[src/rtl/fft_pkg.sv]
// Shared constants, state encoding and helpers for the 32-point FFT input loader.
package fft_pkg;

  localparam int unsigned FFT_N      = 32;
  localparam int unsigned LOG2N      = 5;
  localparam int unsigned SAMPLE_W   = 8;
  localparam int unsigned MAX_WORD_W = 64;
  localparam int unsigned CNT_W      = 8;

  typedef enum logic [1:0] {
    FILL  = 2'd0,
    START = 2'd1,
    WAIT  = 2'd2
  } fft_state_t;

  function automatic logic [LOG2N-1:0] rev5(input logic [LOG2N-1:0] k);
    return {k[0], k[1], k[2], k[3], k[4]};
  endfunction

  // Unsigned sample placed with its LSB at fix_bit; imaginary half stays zero.
  function automatic logic [MAX_WORD_W-1:0] to_cplx(input logic [SAMPLE_W-1:0] sample,
                                                    input int unsigned bits,
                                                    input int unsigned fix_bit);
    logic [MAX_WORD_W-1:0] mask;
    mask = (2 * bits >= MAX_WORD_W) ? '1
         : ((MAX_WORD_W'(1) << (2 * bits)) - MAX_WORD_W'(1));
    return (MAX_WORD_W'(sample) << fix_bit) & mask;
  endfunction

endpackage

[src/rtl/fft_in_ctrl.sv]
// Loader control: fill/start/wait sequencing, sample counter, framing error and frame counter.
module fft_in_ctrl
  import fft_pkg::*;
#(
  parameter int unsigned BITREV = 1
) (
  input  logic             clk,
  input  logic             rst_n,
  input  logic             s_valid,
  input  logic             s_last,
  input  logic             fft_done,
  output logic             s_ready,
  output logic             fft_start,
  output logic             busy,
  output logic             frame_err,
  output logic [CNT_W-1:0] frame_cnt,
  output logic             wr_en_c,
  output logic [LOG2N-1:0] wr_idx_c
);

  fft_state_t       state, state_nxt;
  logic [LOG2N-1:0] cnt, cnt_nxt;
  logic             err_nxt;
  logic             accept;

  // State and sample counter
  always_ff @(posedge clk) begin
    if (!rst_n) begin
      state <= FILL;
      cnt   <= '0;
    end else begin
      state <= state_nxt;
      cnt   <= cnt_nxt;
    end
  end

  always_comb begin
    state_nxt = state;
    cnt_nxt   = cnt;
    err_nxt   = 1'b0;
    wr_en_c   = 1'b0;
    accept    = s_valid && s_ready;
    wr_idx_c  = (BITREV != 0) ? rev5(cnt) : cnt;
    case (state)
      FILL: begin
        if (accept) begin
          if (cnt == LOG2N'(FFT_N - 1)) begin
            wr_en_c   = 1'b1;
            cnt_nxt   = '0;
            state_nxt = START;
            err_nxt   = !s_last;
          end else if (s_last) begin
            // early s_last: drop the sample and restart the frame
            cnt_nxt = '0;
            err_nxt = 1'b1;
          end else begin
            wr_en_c = 1'b1;
            cnt_nxt = cnt + LOG2N'(1);
          end
        end
      end
      START:   state_nxt = WAIT;
      WAIT:    if (fft_done) state_nxt = FILL;
      default: state_nxt = FILL;
    endcase
  end

  // Outputs registered from the next state so they align with the state they describe
  always_ff @(posedge clk) begin
    if (!rst_n) begin
      s_ready   <= 1'b1;
      fft_start <= 1'b0;
      busy      <= 1'b0;
      frame_err <= 1'b0;
      frame_cnt <= '0;
    end else begin
      s_ready   <= (state_nxt == FILL);
      fft_start <= (state_nxt == START);
      busy      <= (state_nxt != FILL);
      frame_err <= err_nxt;
      if (state_nxt == START) frame_cnt <= frame_cnt + CNT_W'(1);
    end
  end

endmodule

[src/rtl/fft_in_loader.sv]
// Serial-to-parallel loader: collects 32 samples as complex words and hands the frame to the FFT core.
module fft_in_loader
  import fft_pkg::*;
#(
  parameter int unsigned BITS    = 16,
  parameter int unsigned FIX_BIT = 7,
  parameter int unsigned BITREV  = 1
) (
  input  logic                      clk,
  input  logic                      rst_n,
  input  logic                      s_valid,
  output logic                      s_ready,
  input  logic [SAMPLE_W-1:0]       s_data,
  input  logic                      s_last,
  output logic [FFT_N*2*BITS-1:0]   frame_data,
  output logic                      fft_start,
  input  logic                      fft_done,
  output logic                      busy,
  output logic                      frame_err,
  output logic [CNT_W-1:0]          frame_cnt
);

  localparam int unsigned WORD_W = 2 * BITS;

  if ((int'(FIX_BIT) > int'(BITS) - 9) || (WORD_W > MAX_WORD_W)) begin : g_bad_params
    $error("fft_in_loader: FIX_BIT must be <= BITS-9 and 2*BITS <= 64");
  end

  logic                           wr_en_c;
  logic [LOG2N-1:0]               wr_idx_c;
  logic [WORD_W-1:0]              word_c;
  logic [FFT_N-1:0][WORD_W-1:0]   frame_q;

  fft_in_ctrl #(
    .BITREV (BITREV)
  ) u_ctrl (
    .clk       (clk),
    .rst_n     (rst_n),
    .s_valid   (s_valid),
    .s_last    (s_last),
    .fft_done  (fft_done),
    .s_ready   (s_ready),
    .fft_start (fft_start),
    .busy      (busy),
    .frame_err (frame_err),
    .frame_cnt (frame_cnt),
    .wr_en_c   (wr_en_c),
    .wr_idx_c  (wr_idx_c)
  );

  assign word_c = WORD_W'(to_cplx(s_data, BITS, FIX_BIT));

  // Frame register bank; only written while filling, so it is frozen through START/WAIT
  always_ff @(posedge clk) begin
    if (!rst_n) begin
      frame_q <= '0;
    end else if (wr_en_c) begin
      frame_q[wr_idx_c] <= word_c;
    end
  end

  assign frame_data = frame_q;

endmodule

[config.mk]
export PLATFORM = sky130hd
export DESIGN_NAME = fft_in_loader
export DESIGN_NICKNAME = d
export VERILOG_FILES = /design/src/rtl/fft_pkg.sv /design/src/rtl/fft_in_ctrl.sv /design/src/rtl/fft_in_loader.sv
export SDC_FILE = /design/constraint.sdc
export NUM_CORES = 1
export LEC_CHECK = 0
export BUFFER_PORTS_ARGS = -buffer_cell sky130_fd_sc_hd__buf_2
export CAP_MARGIN = 10
export CORE_AREA = 2 2 403 405
export CTS_CLUSTER_DIAMETER = 150
export DETAILED_ROUTE_END_ITERATION = 16
export DIE_AREA = 0 0 405 407
export PLACE_DENSITY = 0.4
export SLEW_MARGIN = 30
export SYNTH_ARGS = -nofsm -noshare
export SYNTH_HDL_FRONTEND = slang
export SYNTH_SLANG_ARGS = --single-unit
[constraint.sdc]
create_clock -name clk -period 7.7 [get_ports clk]
set_clock_uncertainty 0.1 [all_clocks]
set_input_delay 1.155 -clock clk [delete_from_list [all_inputs] [get_ports clk]]
set_output_delay 1.155 -clock clk [all_outputs]
set_load 0.01 [all_outputs]
==> results of run 1 <==
layer usage:
metal,vias to the layer above,global-route usage,wire length (um)
li1,4611,-,-
met1,4637,0.0698,21200
met2,523,0.0978,25600
met3,62,0.0295,5820
met4,6,0.0189,1390
met5,-,0,36
power groups by stage:
| stage | Clock, mW | Sequential, mW | Combinational, mW |
|---|---|---|---|
| after detailed placement | 0 | 1.46 | 0.287 |
| after global placement | 0 | 1.46 | 0.287 |
| final | 1.83 | 1.43 | 0.288 |
| after floorplan | 0 | 1.46 | 0.512 |
| after CTS | 1.94 | 1.43 | 0.287 |
| after global routing | 1.98 | 1.43 | 0.332 |
worst min path at each step:
stage / to / slack, ns / depth (start not counted)
6_report: frame_data[552] / 0.35 / 2
5_1_grt: frame_data[238] / 0.37 / 2
4_1_cts: frame_data[364] / 0.35 / 2
3_5_place_dp: frame_data[364] / 0.34 / 2
3_3_place_gp: frame_data[365] / 0.34 / 2
2_1_floorplan: u_ctrl.cnt[1] / 0.38 / 2
state kept, by name, summed over array words and instances (netlist names):
signal            count
frame_data          256
u_ctrl.frame_cnt      8
u_ctrl.cnt            5
u_ctrl.state          2
u_ctrl.busy           1
u_ctrl.fft_start      1
u_ctrl.frame_err      1
u_ctrl.s_ready        1
cell type report:
type,count,share of cell area
antenna,3,0.000406
tap,2160,0.146
clock inverter,14,0.0124
multi-input combinational,1403,0.404
timing repair buffer,291,0.0809
inverter,8,0.00162
clock buffer,51,0.0567
sequential,275,0.298
synthesized netlist by cell type (all sizes together), types with 4 or more instances:
library cell	number
buf	782
nand2	280
dfxtp	275
mux2i	259
clkbuf	56
nand3	25
nand4	11
ha	9
a21oi	8
inv	8
nand2b	6
nor3	6
and3	4
nor2b	4
o21ai	4
cells by family (layout without fill, tap and decap cells):
family                     count (synthesis)  after routing  synth area share
AOI/OAI and AO/OA                         17             17           0.00643
muxes                                    259            259             0.160
and+or+nand+nor                          350            350             0.108
DFF                                      275            275             0.341
adders and majority gates                  9              9           0.00697
buffers and inverters                    846            364             0.378
other                                      1            771          0.000232
through the flow:
stage | cells | instance area [um2] | hold WS [ns] | setup WS [ns] | total power, mW
final | 4205 | 18500 | 0.353 | 4.21 | 3.55
after global routing | 4202 | 18500 | 0.368 | 3.91 | 3.74
after CTS | 4202 | 18500 | 0.354 | 3.86 | 3.66
after detailed placement | 4137 | 17200 | 0.345 | 3.83 | 1.75
after global placement | 4136 | 17200 | 0.342 | 3.75 | 1.75
after floorplan | 2524 | 19000 | 0.377 | 5.00 | 1.97
critical path: cells and delay by family, from the launching register on:
kind	cells	cell delay [ns]
mux	1	0.27
fa+ha+maj	2	0.58
simple gates	3	1.57
buf+inv	1	0.14
flops	1	0.65
==> metrics.txt, run 1 <==
io pins=1,049; most frequent cells in the layout=conb_1 (768), buf_2 (279), dfxtp_1 (274), nand2_1 (272), mux2i_1 (259); Worst-Margin Slew=0.885 ns; number of vias per cell=2.34; crit start category=flip-flop; critical path class=reg -> reg; Final nets=2,038; Synth top area share=0.359; reg2reg end=frame_data[974]; # resized after CTS=0; Synth async-reset ratio=0; switch share=0.284; worst setup path end=frame_data[974]; Final period util=0.454; final hold violations=0; Core ar.=160,000 um2; slowest cell delay on critical path=slightly below 0.7 ns; Comb power frac=0.081; CP max stage cell=nor3b_2; DRT Wirelength=between 50,000 and 60,000 um; DR DRC count=0; R2R setup slack=~4.2 ns; Max FO, Critical Path=20; most common cell after layout, fill and taps aside=conb_1; root buf cell=clkbuf_16; First DRT Iteration DRCs=331; TritonCTS Buffers=37; TritonCTS clock tree=built; Synth area leader=buf_4; P_sw=1.01 mW; Core Util, Final=0.115; width of the chip=405 um; Initial Util=0.101; synth top area cells=buf_4 (36%), dfxtp_1 (34%), mux2i_1 (16%); die area=roughly 160,000 um2; row count=147; Netlist cell types=37; reg-to-reg critical path startpoint=u_ctrl.cnt[2]; Power Density=192 nW/um2; CTS Hold Bufs=0; Final setup viols=0; crit path from=u_ctrl.cnt[2]; via count=9,839; status=finished, final reports clean; Mean Syn Cell Area=9.20 um2; internal power=2.54 mW; Slew Viols, Final=0; ys flop type=dfxtp_1; Mapped Area=16,200 um2; Total Routing Usage GR=0.0605; Yosys reg bits=275; Post-CTS Setup Bufs=0; fill count=18.4k; register area share after synthesis=0.341; largest net degree at the start of global routing=78; WP data arrival=about 3.8 ns; RePlAce Congestion=0.668; post-route setup TNS=0 ns; Sequential Power Share=0.403; max-cap violations=0; PortBufs=280; most used cell, CP=ha_1; Clk pwr share=0.516; initial antenna violation count=9; per-cell routed wire length=between 10 and 15 um; Min-Delay Path Class=reg -> reg; DRT Pass-1 Iters=4; share of layout cells above drive strength 1=0.192; vias in the first global route=8,187; Clock Sinks=about 280; Max Root-Sink Buffers=3; Pleak=approximately 9.6 nW; Reg2Reg Depth=7; slew margin rel.=0.410; YS warnings=0; Worst-path clk slew=0.06 ns; WP data required=8.02 ns; Die Ht=407 um; first-pass GRT wire length=68,500 um; ANT nets after route=0; worst hold start=frame_data[552]; global-route congestion overflow total=0; Gate Count Post-Synth=1,757; worst-skew pair later-pin latency=a little under 0.6 ns; worst vdd ir=127 uV; Post-synth EDFFs=0; CP Capture Type=flip-flop; H-tree depth=2; post-detail-place hpwl=39,500 um; Area Growth Syn to Fin=14.5%; multi-input logic area=7480 um2; Max Freq=286 MHz; RSZ-0062 raised after global routing=false; critical path, cell by cell=and3_1 > ha_1 > inv_1 > ha_1 > nor3b_2 > nand3_2 > mux2i_1; sequential cell area=5510 um2; min Tclk post-route=about 3.5 ns
(Power assumes the default switching activity.)
==> run 2: changes to the inputs <==
- ABC_AREA: default -> 1
- CORE_AREA: 2 2 403 405 -> 2 2 406 408
- DIE_AREA: 0 0 405 407 -> 0 0 408 410
- clock period: 7.7 -> 3.1 ns (I/O delays scaled with it)
==> metrics.txt, run 2 <==
slew margin rel.=0.397; CP max stage cell=nor2_2; Post-synth EDFFs=0; worst hold start=s_last; CTS Hold Bufs=0; most frequent cell after synthesis=buf_4; worst vdd ir=320 uV; Yosys reg bits=between 200 and 300; share of layout cells above drive strength 1=0.176; Post-CTS Setup Bufs=0; Synth async-reset ratio=0; fraction of synthesized area in multiplexers=0; Mapped Area=16,200 um2; Cell Area, Placed=17,500 um2; DRT Pass-1 Iters=5; PortBufs=280; Max FO, Critical Path=99; Synth Area in Compound Gates=0.0758; ANT nets after route=0; die area=167,000 um2; # resized after CTS=0; Gate Count Post-Synth=2,125; largest family of logic cells by synthesized area=buffers and inverters; adder-cell share of the synthesized area=0.00695; Core ar.=163,000 um2; TritonCTS Buffers=slightly above 40; Mean Syn Cell Area=7.63 um2; RePlAce Congestion=0.701; first-pass GRT wire length=around 83,000 um; Initial Util=0.0992; critical path, cell by cell=ha_1 > nand2_1 > nor2_1 > ha_1 > inv_1 > ha_1 > nor2_2 > nand2_4 > buf_12 > nor2_2 > o21ai_0 > nor2_1; RSZ-0062 raised after global routing=false; slowest cell delay on critical path=0.51 ns; initial antenna violation count=9; vias in the first global route=10.3k; Max Root-Sink Buffers=3; TritonCTS clock tree=built; Final setup viols=0; DR DRC count=0; Clock Sinks=275; CP Capture Type=flip-flop; most frequent cells in the layout=conb_1 (768), buf_2 (276), dfxtp_1 (275), nand2_1 (242), nor2_1 (166); WP data arrival=approximately 3.2 ns; crit path from=u_ctrl.cnt[0]; Final period util=0.913; post-detail-place hpwl=46,000 um; Worst-Margin Slew=0.904 ns; status=finished, final reports clean; Pleak=8.57 nW; most used cell, CP=ha_1; Die Ht=~410 um; width of the chip=between 400 and 500 um; global-route congestion overflow total=0; ys flop type=dfxtp_1; most common cell after layout, fill and taps aside=conb_1; Slew Viols, Final=0; number of flip-flops in the largest register=256; root buf cell=clkbuf_16; Synth top area share=0.360; Worst-path clk slew=0.05 ns; Total Routing Usage GR=0.0706; First DRT Iteration DRCs=around 700; register area share after synthesis=0.340; Post-Synth Simple-Gate Area=0.187; YS warnings=0; DRT Wirelength=approximately 63,000 um; fill count=19.0k; final hold violations=0; post-route setup TNS=0 ns; Final nets=2,424; Post-Synth XOR/XNOR Area=0.000540; number of vias per cell=~2.6; crit start category=flip-flop; Final Power=9.39 mW; largest net degree at the start of global routing=100; Power Density=496 nW/um2; Synth area leader=buf_4; # diodes=0; Max Freq=353 MHz; Min-Delay Path Class=in -> reg; H-tree depth=2; Area Growth Syn to Fin=16.8%; reg-to-reg critical path startpoint=u_ctrl.cnt[0]; row count=149; Netlist cell types=26; via count=about 12k; max-cap violations=0; Synth top cells by count=buf_4 (778), dfxtp_1 (275), nand2_1 (242), nor2_1 (166), a21oi_1 (149); io pins=~1.0k; WP data required=3.52 ns; critical path class=reg -> reg; post-route cell area=18,900 um2; worst-skew pair later-pin latency=0.60 ns; min Tclk post-route=~2.8 ns; per-cell routed wire length=approximately 14 um; synth top area cells=buf_4 (36%), dfxtp_1 (34%), nand2_1 (5.6%)
-- run 2: power by group --
group | leakage [nW] | internal [mW] | switching, mW
sequential | 2.22 | 3.55 | 0.0121
clock | 0.679 | 2.97 | 1.98
combinational | 5.67 | 0.0880 | 0.787
-- run 2: path summary, 6_finish.rpt --
check,to,slack [ns],cells after the start
hold / removal,u_ctrl.frame_err,0.1,3
setup / recovery,frame_data[327],0.27,12
setup reg to reg,frame_data[327],0.27,12
hold reg to reg,frame_data[650],0.36,2
-- run 2: cell families (layout without fill, tap and decap cells) --
kind of cell | Yosys count | after routing
other | 1 | 768
DFF | 275 | 275
and+or+nand+nor | 692 | 692
AOI/OAI and AO/OA | 245 | 245
xor gates and xnor gates | 1 | 1
buffers and inverters | 902 | 442
adders and majority gates | 9 | 9
-- run 2: metrics by stage --
stage	hold slack (ns)	instances	utilization	setup WS (ns)
finish	0.0950	4621	0.116	0.270
global route	0.0602	4621	0.116	0.0144
CTS	0.0302	4621	0.116	0.260
detailed placement	0.350	4548	0.107	0.317
global placement	0.346	4548	0.107	0.290
floorplan	0.386	2892	-	0.856
-- run 2: final cells by class --
class,count,area (um2),share of cell area
Clock inverter,16,244,0.0129
Multi-Input combinational cell,1715,7270,0.384
Clock buffer,57,1160,0.0611
Inverter,49,194,0.0102
Timing Repair Buffer,320,1820,0.0964
Tap cell,2189,2740,0.145
Sequential cell,275,5510,0.291
-- run 2: worst max-delay path, delay by kind of cell, from the launching register on --
family,cells,cell delay [ns]
adder cells (fa/ha/maj),3,0.59
AO/OA/AOI/OAI,1,0.15
AND/OR/NAND/NOR,6,1.12
buffers and inverters,2,0.29
flip-flops,1,0.39
-- run 2: layer usage --
metal	up-vias	GRT usage	share of wire
met4	0	0.0186	0.020
met2	557	0.117	0.47
met3	62	0.0264	0.089
met1	5645	0.0857	0.42
met5	-	0	0
li1	5857	-	-
